**config.mk**
```make
export PLATFORM = sky130hd
export DESIGN_NAME = neighbor_count
export DESIGN_NICKNAME = d
export VERILOG_FILES = /design/src/rtl/minesweeper_pkg.sv /design/src/rtl/neighbor_sum.sv /design/src/rtl/neighbor_count.sv
export SDC_FILE = /design/constraint.sdc
export NUM_CORES = 1
export LEC_CHECK = 0
export CAP_MARGIN = 40
export CELL_PAD_IN_SITES_DETAIL_PLACEMENT = 1
export CELL_PAD_IN_SITES_GLOBAL_PLACEMENT = 1
export CORE_ASPECT_RATIO = 0.7
export CORE_MARGIN = 5
export CORE_UTILIZATION = 46
export DETAILED_ROUTE_END_ITERATION = 10
export PLACE_DENSITY = 0.91
export SLEW_MARGIN = 10
export SYNTH_ARGS = -nofsm -noshare
export SYNTH_HDL_FRONTEND = slang
export SYNTH_SLANG_ARGS = --single-unit
export TNS_END_PERCENT = 20
```
**constraint.sdc**
```tcl
create_clock -name in_clka -period 71.7 [get_ports in_clka]
set_input_delay 14.34 -clock in_clka [delete_from_list [all_inputs] [get_ports in_clka]]
set_output_delay 14.34 -clock in_clka [all_outputs]
set_load 0.01 [all_outputs]
```
**src/rtl/minesweeper_pkg.sv**
```systemverilog
// Shared constants and FSM state type for the minesweeper board datapath.
package minesweeper_pkg;

    localparam int GRID_W_DEF = 5;
    localparam int GRID_H_DEF = 5;
    localparam int NUM_CELLS  = GRID_W_DEF * GRID_H_DEF;
    localparam int CNT_W      = 4;

    localparam logic [CNT_W-1:0] MINE_MARK = 4'hF;

    typedef enum logic [1:0] {
        IDLE,
        SCAN,
        DONE
    } state_e;

endpackage

```
**src/rtl/neighbor_sum.sv**
```systemverilog
// Combinational mine count over the up-to-8 in-grid neighbours of one cell.
module neighbor_sum
    import minesweeper_pkg::*;
#(
    parameter int GRID_W = GRID_W_DEF,
    parameter int GRID_H = GRID_H_DEF
) (
    input  logic [GRID_W*GRID_H-1:0]         mines,
    input  logic [$clog2(GRID_W*GRID_H)-1:0] idx,
    output logic [CNT_W-1:0]                 count
);

    localparam int PW = GRID_W + 2;
    localparam int PH = GRID_H + 2;

    // A zero border around the board makes off-grid neighbours read as empty.
    logic [PW*PH-1:0] padded;

    always_comb begin
        padded = '0;
        for (int r = 0; r < GRID_H; r++) begin
            for (int c = 0; c < GRID_W; c++) begin
                padded[(r + 1) * PW + c + 1] = mines[r * GRID_W + c];
            end
        end
    end

    always_comb begin
        count = '0;
        for (int r = 0; r < GRID_H; r++) begin
            for (int c = 0; c < GRID_W; c++) begin
                if (int'(idx) == r * GRID_W + c) begin
                    for (int dr = 0; dr < 3; dr++) begin
                        for (int dc = 0; dc < 3; dc++) begin
                            if (!(dr == 1 && dc == 1)) begin
                                count = count + CNT_W'(padded[(r + dr) * PW + c + dc]);
                            end
                        end
                    end
                end
            end
        end
    end

endmodule

```
**src/rtl/neighbor_count.sv**
```systemverilog
// Sequential scan computing per-cell neighbour mine counts, one cell per cycle.
// Define NEIGHBOR_COUNT_MINE_MARK_EN to report MINE_MARK for cells holding a mine.
module neighbor_count
    import minesweeper_pkg::*;
#(
    parameter int GRID_W = GRID_W_DEF,
    parameter int GRID_H = GRID_H_DEF
) (
    input  logic                              in_clka,
    input  logic                              in_reset,
    input  logic                              in_start,
    input  logic [GRID_W*GRID_H-1:0]          in_mines,
    output logic [CNT_W*GRID_W*GRID_H-1:0]    out_counts,
    output logic                              out_busy,
    output logic                              out_done
);

    localparam int N_CELLS = GRID_W * GRID_H;
    localparam int IDX_W   = $clog2(N_CELLS);

    state_e                   state_q, state_d;
    logic [IDX_W-1:0]         idx_q, idx_d;
    logic [N_CELLS-1:0]       mines_q, mines_d;
    logic [CNT_W*N_CELLS-1:0] counts_q, counts_d;
    logic [CNT_W-1:0]         sum;
    logic [CNT_W-1:0]         cell_val;

    neighbor_sum #(
        .GRID_W (GRID_W),
        .GRID_H (GRID_H)
    ) u_neighbor_sum (
        .mines (mines_q),
        .idx   (idx_q),
        .count (sum)
    );

`ifdef NEIGHBOR_COUNT_MINE_MARK_EN
    assign cell_val = mines_q[idx_q] ? MINE_MARK : sum;
`else
    assign cell_val = sum;
`endif

    always_comb begin
        state_d  = state_q;
        idx_d    = idx_q;
        mines_d  = mines_q;
        counts_d = counts_q;
        case (state_q)
            IDLE: begin
                if (in_start) begin
                    mines_d  = in_mines;
                    counts_d = '0;
                    idx_d    = '0;
                    state_d  = SCAN;
                end
            end
            SCAN: begin
                counts_d[int'(idx_q) * CNT_W +: CNT_W] = cell_val;
                if (idx_q == IDX_W'(N_CELLS - 1)) begin
                    idx_d   = '0;
                    state_d = DONE;
                end else begin
                    idx_d = idx_q + 1'b1;
                end
            end
            DONE:    state_d = IDLE;
            default: state_d = IDLE;
        endcase
    end

    always_ff @(posedge in_clka) begin
        if (in_reset) begin
            state_q  <= IDLE;
            idx_q    <= '0;
            mines_q  <= '0;
            counts_q <= '0;
        end else begin
            state_q  <= state_d;
            idx_q    <= idx_d;
            mines_q  <= mines_d;
            counts_q <= counts_d;
        end
    end

    assign out_counts = counts_q;
    assign out_busy   = (state_q == SCAN);
    assign out_done   = (state_q == DONE);

endmodule

```
Word-level counts from Yosys, hierarchy flattened
Cells that the tools add are included.
{ "totals": {"ff_bits": 132, "input_bits": 28, "out_inout_bits": 102} }
{ "classes": {"add_sub_neg": 146, "n_eq_ne": 29, "shift": 2, "mux": 162, "reduce_logical": 6} }
{ "ops": {"columns": ["op", "n"], "rows": [
  ["$mux 4", 153],
  ["$add 4x1->4", 144],
  ["$pmux 100 s2", 1],
  ["$bwmux 100", 1],
  ["$mux 100", 1],
  ["$shift 4x33->100 const A", 1],
  ["$shiftx 4x33->100", 1],
  ["$eq 5x5->1 const B", 17],
  ["$neg 7->33", 1],
  ["$eq 5x4->1 const B", 5],
  ["$eq 5x3->1 const B", 2],
  ["$mux 5", 2],
  ["$pmux 5 s2", 1],
  ["$reduce_and 2->1", 3],
  ["$add 5x1->5 const B", 1],
  ["$eq 5x2->1 const B", 1],
  ["$logic_not 5->1", 1],
  ["$mux 2", 2],
  ["$pmux 2 s2", 1],
  ["$eq 2x1->1 const B", 1],
  ["$eq 2x2->1 const B", 1],
  ["$logic_not 2->1", 1],
  ["$ne 2x1->1 const B", 1],
  ["$ne 2x2->1 const B", 1],
  ["$reduce_bool 2->1", 1]
]} }

Depth between registers and ports, before layout
{ "logic_depth": {"word_depth": 301, "mapped_depth": 204, "mapped_depth_nobuf": 203} }

Modules after synthesis
From an unflattened synthesis, not the netlist that was laid out.
{ "hier_totals": {"cells_unflattened": 2007, "hier_area_um2": 16892.5} }
{ "by_module_without_submodules": {"columns": ["module", "n_inst", "cells_per_inst", "area_per_inst_um2"], "rows": [
  ["neighbor_sum", 1, 1392, 11162.0],
  ["neighbor_count", 1, 615, 5730.5]
]} }

Worst setup path before layout
OpenSTA, ideal clock, no wires.
{ "synth_path": {"path_kind": "reg2reg", "from": "register idx_q[4]", "to": "register counts_q[63] (netlist: out_counts[63])", "setup_time_ps": 85, "arrival_ps": 53858, "required_ps": 71615, "path_slack_ps": 17757, "path_stages_with_launch": 200, "n_path_buf": 5, "period_less_slack_ps": 53943, "cell_sequence": "dfxtp_1 -> clkbuf_1 -> clkbuf_1 -> clkbuf_1 -> inv_1 -> ha_1 -> and2_1 -> ha_1 -> ha_1 -> ha_1 -> ha_1 -> ha_1 -> ha_1 -> mux2_2 -> ha_1 -> ha_1 -> ha_1 -> ha_1 -> (+164 left out) -> o21ai_0 -> o21ai_0 -> ha_1 -> ha_1 -> ha_1 -> ha_1 -> ha_1 -> mux2_2 -> ha_1 -> ha_1 -> clkbuf_1 -> xor2_1 -> o311a_1 -> o21ai_0 -> o2111a_1 -> xnor3_1 -> buf_4 -> o31ai_2"} }
{ "synth_between": {"elab_chain_cells": 295, "word_cells_on_any_way": 321, "cone_classes": "142 x add/sub; 24 x eq/ne; 2 x shift; 152 x mux; 1 x reduce/logical"} }
{ "synth_lines": {"columns": ["element", "line_no", "source"], "rows": [
  ["from (decl)", "neighbor_count.sv:22", "logic [IDX_W-1:0] idx_q, idx_d;"],
  ["from (signal assigned)", "neighbor_count.sv:79", "idx_q <= idx_d;"],
  ["$logic_not 5->1", "neighbor_sum.sv:32", "if (int'(idx) == r * GRID_W + c) begin"],
  ["$mux 4 (2 in series)", "neighbor_sum.sv:32", null],
  ["$add 4x1->4", "neighbor_sum.sv:36", "count = count + CNT_W'(padded[(r + dr) * PW + c + dc]);"],
  ["$mux 4", "neighbor_sum.sv:32", null],
  ["$add 4x1->4", "neighbor_sum.sv:36", null],
  ["$mux 4", "neighbor_sum.sv:32", null],
  ["$add 4x1->4", "neighbor_sum.sv:36", null],
  ["$mux 4", "neighbor_sum.sv:32", null],
  ["(+278 left out)", null, null],
  ["$mux 4", "neighbor_sum.sv:32", null],
  ["$add 4x1->4", "neighbor_sum.sv:36", null],
  ["$mux 4", "neighbor_sum.sv:32", null],
  ["$add 4x1->4", "neighbor_sum.sv:36", null],
  ["$mux 4", "neighbor_sum.sv:32", null],
  ["$shiftx 4x33->100", "neighbor_count.sv:58", "counts_d[int'(idx_q) * CNT_W +: CNT_W] = cell_val;"],
  ["$bwmux 100 (*)", "neighbor_count.sv:58", null],
  ["$pmux 100 s2 (*)", "neighbor_count.sv:48", "case (state_q)"],
  ["to (signal assigned)", "neighbor_count.sv:81", "counts_q <= counts_d;"],
  ["to (decl)", "neighbor_count.sv:24", "logic [CNT_W*N_CELLS-1:0] counts_q, counts_d;"]
]} }
Every way passes the cells marked *; elsewhere a longest branch is shown, timed or not. The select of a mux whose other input is x is not followed.
A chain may end at the register's enable or synchronous reset.

Worst setup path after layout
{ "layout_path": {"from": "register idx_q[0]", "to": "register counts_q[27] (netlist: out_counts[27])"} }
The elaborated chain is that of the path after synthesis.

==> run summary <==
=================================================================================================
Layout Cells excl Fill                                                                       2722
Placed cell count                                                                            2687
Met3 WL                                                                                   5.37 mm
Sort of element at the start of the critical path                                       flip-flop
Total of cells resized after clock tree synthesis                                               0
Final cycle utilization of the critical path                                                84.8%
Starting density of the core                                                                46.4%
Die width                                                                                  241 µm
Ratio of routed vias to standard cells                                                       6.63
Fin crit period                                                                          60820 ps
Number of nets still failing antenna checks after routing                                       0
Cell types with the largest area share after synthesis                               sky130_fd_sc_hd__ha_1 (21%), sky130_fd_sc_hd__dfxtp_1 (15%), sky130_fd_sc_hd__xnor2_1 (8.1%)
Setup violations, final                                                                         0
Total iterations of the first detailed-routing run                                              6
Post-synthesis to final-layout area growth                                                  13.9%
Final hold violations                                                                           0
Post-synthesis instance total                                                                2124
Synth top area share                                                                        21.3%
Async set-reset flop share out of synthesis                                                    0%
Leak                                                                                      8.37 nW
Number of levels in the clock H-tree                                                            4
Count of pins on the block boundary                                                           130
Instance count along the most critical hold path                                                2
Seq cells post-synth                                                                          132
Top achievable clock speed                                                             0.0164 GHz
HPWL after detailed placement                                                             49.2 mm
Via count                                                                                   18053
Worst path max stage delay                                                                 700 ps
Combined global-route utilization of all metal layers                                       31.4%
Deepest clock path buffer count                                                                 2
Final hold slack                                                                           492 ps
Outcome                                                                              finished clean
Placement row count                                                                            59
Clock Latency Late Sink                                                                    450 ps
First-pass GRT wire length                                                                 104 mm
Pwr per Cell Area                                                                     14.9 nW/µm²
Post-route cell area                                                                    19600 µm²
Sequential fraction of the synthesis area                                                   15.4%
Number of violations of the max-capacitance limit                                               0
TritonCTS clock tree                                                                          yes
DR WL/cell                                                                                25.1 µm
Root Buffer                                                                          sky130_fd_sc_hd__clkbuf_16
Data required, critical path                                                             71980 ps
Critical R2R Capture                                                                 out_counts[27]
Switching part of the total                                                                 41.2%
Detailed-route DRC error count                                                                  0
Vert. Die Dim                                                                              172 µm
Worst min-delay path startpoint                                                      out_counts[48]
Data arrival time of the worst path                                                      61110 ps
Synth area leader                                                                    sky130_fd_sc_hd__ha_1
Port bufs                                                                                     129
Crit. End Element                                                                       flip-flop
Total wire length                                                                         68.4 mm
Comb power frac                                                                             42.2%
Clock Pin Slew Worst Setup and Hold Paths                                                   70 ps
Max-slew headroom at the worst pin                                                          36.6%
1st-iter DRT viols                                                                           1303
Top routing layer used                                                                       met5
Nets@finish                                                                                  2542
Path category of the worst min-delay check                                           flip-flop to flip-flop
Hold path endpoint                                                                   out_counts[48]
Dominant register cell in the synthesized netlist                                    sky130_fd_sc_hd__dfxtp_1
Largest net degree at the start of global routing                                              77
Number of setup buffers added after CTS                                                         0
Fraction of power consumed by the clock network                                             31.1%
Critical R2R Launch                                                                      idx_q[0]
Proportion of power drawn by flip-flops and latches                                         26.6%
Antenna violations before repair                                                                2
EDFF count, synth                                                                               0
Post-synthesis net count                                                                     2446
Core Util, Final                                                                            52.9%
Number of warnings printed during yosys synthesis                                               0
Total clock sinks                                                                             132
Critical path start-end classification                                               flip-flop to flip-flop
Switching power                                                                        0.000120 W
R2R depth                                                                                     197
Number of distinct library cell variants in the gate-level netlist after synthesis             89
Setup slack of the worst register-to-register path                                       10880 ps
Slew @ Worst Pin                                                                           938 ps
Netlist Area Pre-Place                                                                  17200 µm²
Crit-path most repeated cell                                                         sky130_fd_sc_hd__ha_1
Setup TNS after final layout                                                                 0 ps
Via count of the first global-routing pass                                                  18805
Slew Limit Fails                                                                                0
Cell area after placement                                                               19000 µm²
Setup clock skew after layout                                                             14.6 ps
Average footprint of a synthesized cell                                                  8.10 µm²
IR drop worst, VDD                                                                        16.2 µV
Die outline area                                                                        41400 µm²
Num CTS Buffers                                                                                17
Unrepaired setup endpoints after global routing                                             false
Met2 wirelength from detailed routing                                                     31.3 mm
Max stage delay cell, worst path                                                     sky130_fd_sc_hd__dfxtp_1
Number of buffers added to fix hold violations after cts                                        0
Routed metal-1 wire length                                                                28.2 mm
Internal portion of total power                                                        0.000171 W
CP max FO                                                                                      18
Weighted congestion reported at the end of routability-driven placement                     0.961
Proportion of layout cells with a drive suffix above 1                                      4.93%
Core outline area                                                                       37100 µm²
Leftover overflow at the end of global routing                                                  0
=================================================================================================
==> registers in the layout, summed over array words and instances, names as in the netlist <==
signal	flops
idx_q	5
mines_q	25
state_q	2
out_counts	100
==> layer usage <==
layer | up-vias | global-route usage (%)
met4 | 2 | 13.6
li1 | 7974 | -
met2 | 931 | 52.3
met5 | - | 0.117
met3 | 297 | 6.07
met1 | 8849 | 39.7
==> worst max path at each step <==
stage	start	to	slack (ps)
6_report	idx_q[0]	out_counts[27]	10880
5_1_grt	idx_q[0]	out_counts[27]	8670
4_1_cts	idx_q[0]	out_counts[27]	11770
3_5_place_dp	idx_q[0]	out_counts[54]	12560
3_3_place_gp	idx_q[0]	out_counts[11]	14830
2_1_floorplan	idx_q[4]	out_counts[63]	17760
==> worst max-delay path: cells and delay by family, from the launching register on <==
kind / cells / cell delay (ps)
buf+inv: 5 / 710
fa+ha+maj: 143 / 48440
compound gates: 23 / 6270
mux: 6 / 1830
flops: 1 / 700
xor+xnor: 1 / 370
simple gates: 19 / 2260
==> stage by stage <==
stage,total power [W],worst slack [ps]
after CTS,0.000286,11770
after floorplan,0.000161,17760
after global routing,0.000306,8670
after detailed placement,0.000195,12560
final,0.000291,10880
after global placement,0.000184,14830
==> kinds of logic after synthesis <==
kind of cell | share of synthesized area [%]
flip-flops | 15.4
AO/OA/AOI/OAI | 16.3
XOR/XNOR | 19.0
multiplexers | 2.89
AND/OR/NAND/NOR | 22.9
adder cells (fa/ha/maj) | 21.4
buffers and inverters | 2.16
==> Yosys cell counts (all sizes together), types with 5 or more instances <==
cell type / number
nand2: 299
ha: 293
nor2: 217
xnor2: 167
nand3: 141
dfxtp: 132
a21oi: 99
o21ai: 79
xor2: 71
a31oi: 65
clkbuf: 55
xnor3: 43
nor3: 37
mux2i: 34
and2: 33
nand4: 32
o31ai: 29
and3: 20
inv: 20
buf: 17
o211ai: 16
o22ai: 15
nor2b: 14
a211oi: 12
mux2: 12
nand2b: 10
nand3b: 9
a22oi: 8
or3: 8
a21o: 7
a32o: 7
o2111ai: 7
o21a: 7
a211o: 6
a41oi: 6
nor4: 6
xor3: 6
a32oi: 5
nor4bb: 5
o221ai: 5
o22a: 5
or2: 5
==> final cells by class <==
cell class / count / area (µm²)
Antenna cell: 1 / 2.50
Sequential cell: 132 / 2640
Clock buffer: 17 / 425
Multi-Input combinational cell: 1899 / 14200
Inverter: 21 / 78.8
Timing Repair Buffer: 149 / 1480
Clock inverter: 15 / 156
Fill cell: 4492 / 17500
Tap cell: 488 / 611
==> layout by cell type, fill, tap and decap left out, drive strengths merged, types with 65 or more instances in the layout <==
master / instances
dfxtp: 132
xnor2: 167
nor2: 217
xor2: 71
clkdlybuf4s50: 128
o21ai: 79
ha: 293
nand2: 299
nand3: 141
a21oi: 99
a31oi: 65
==> power groups by stage <==
stage           logic, W  clock network (W)  registers (W)
2_1_floorplan  0.0000839                  0      0.0000775
3_3_place_gp    0.000105                  0      0.0000791
3_5_place_dp    0.000116                  0      0.0000791
4_1_cts         0.000119          0.0000893      0.0000774
5_1_grt         0.000136          0.0000931      0.0000775
6_report        0.000123          0.0000906      0.0000776
(Power assumes the default switching activity.)
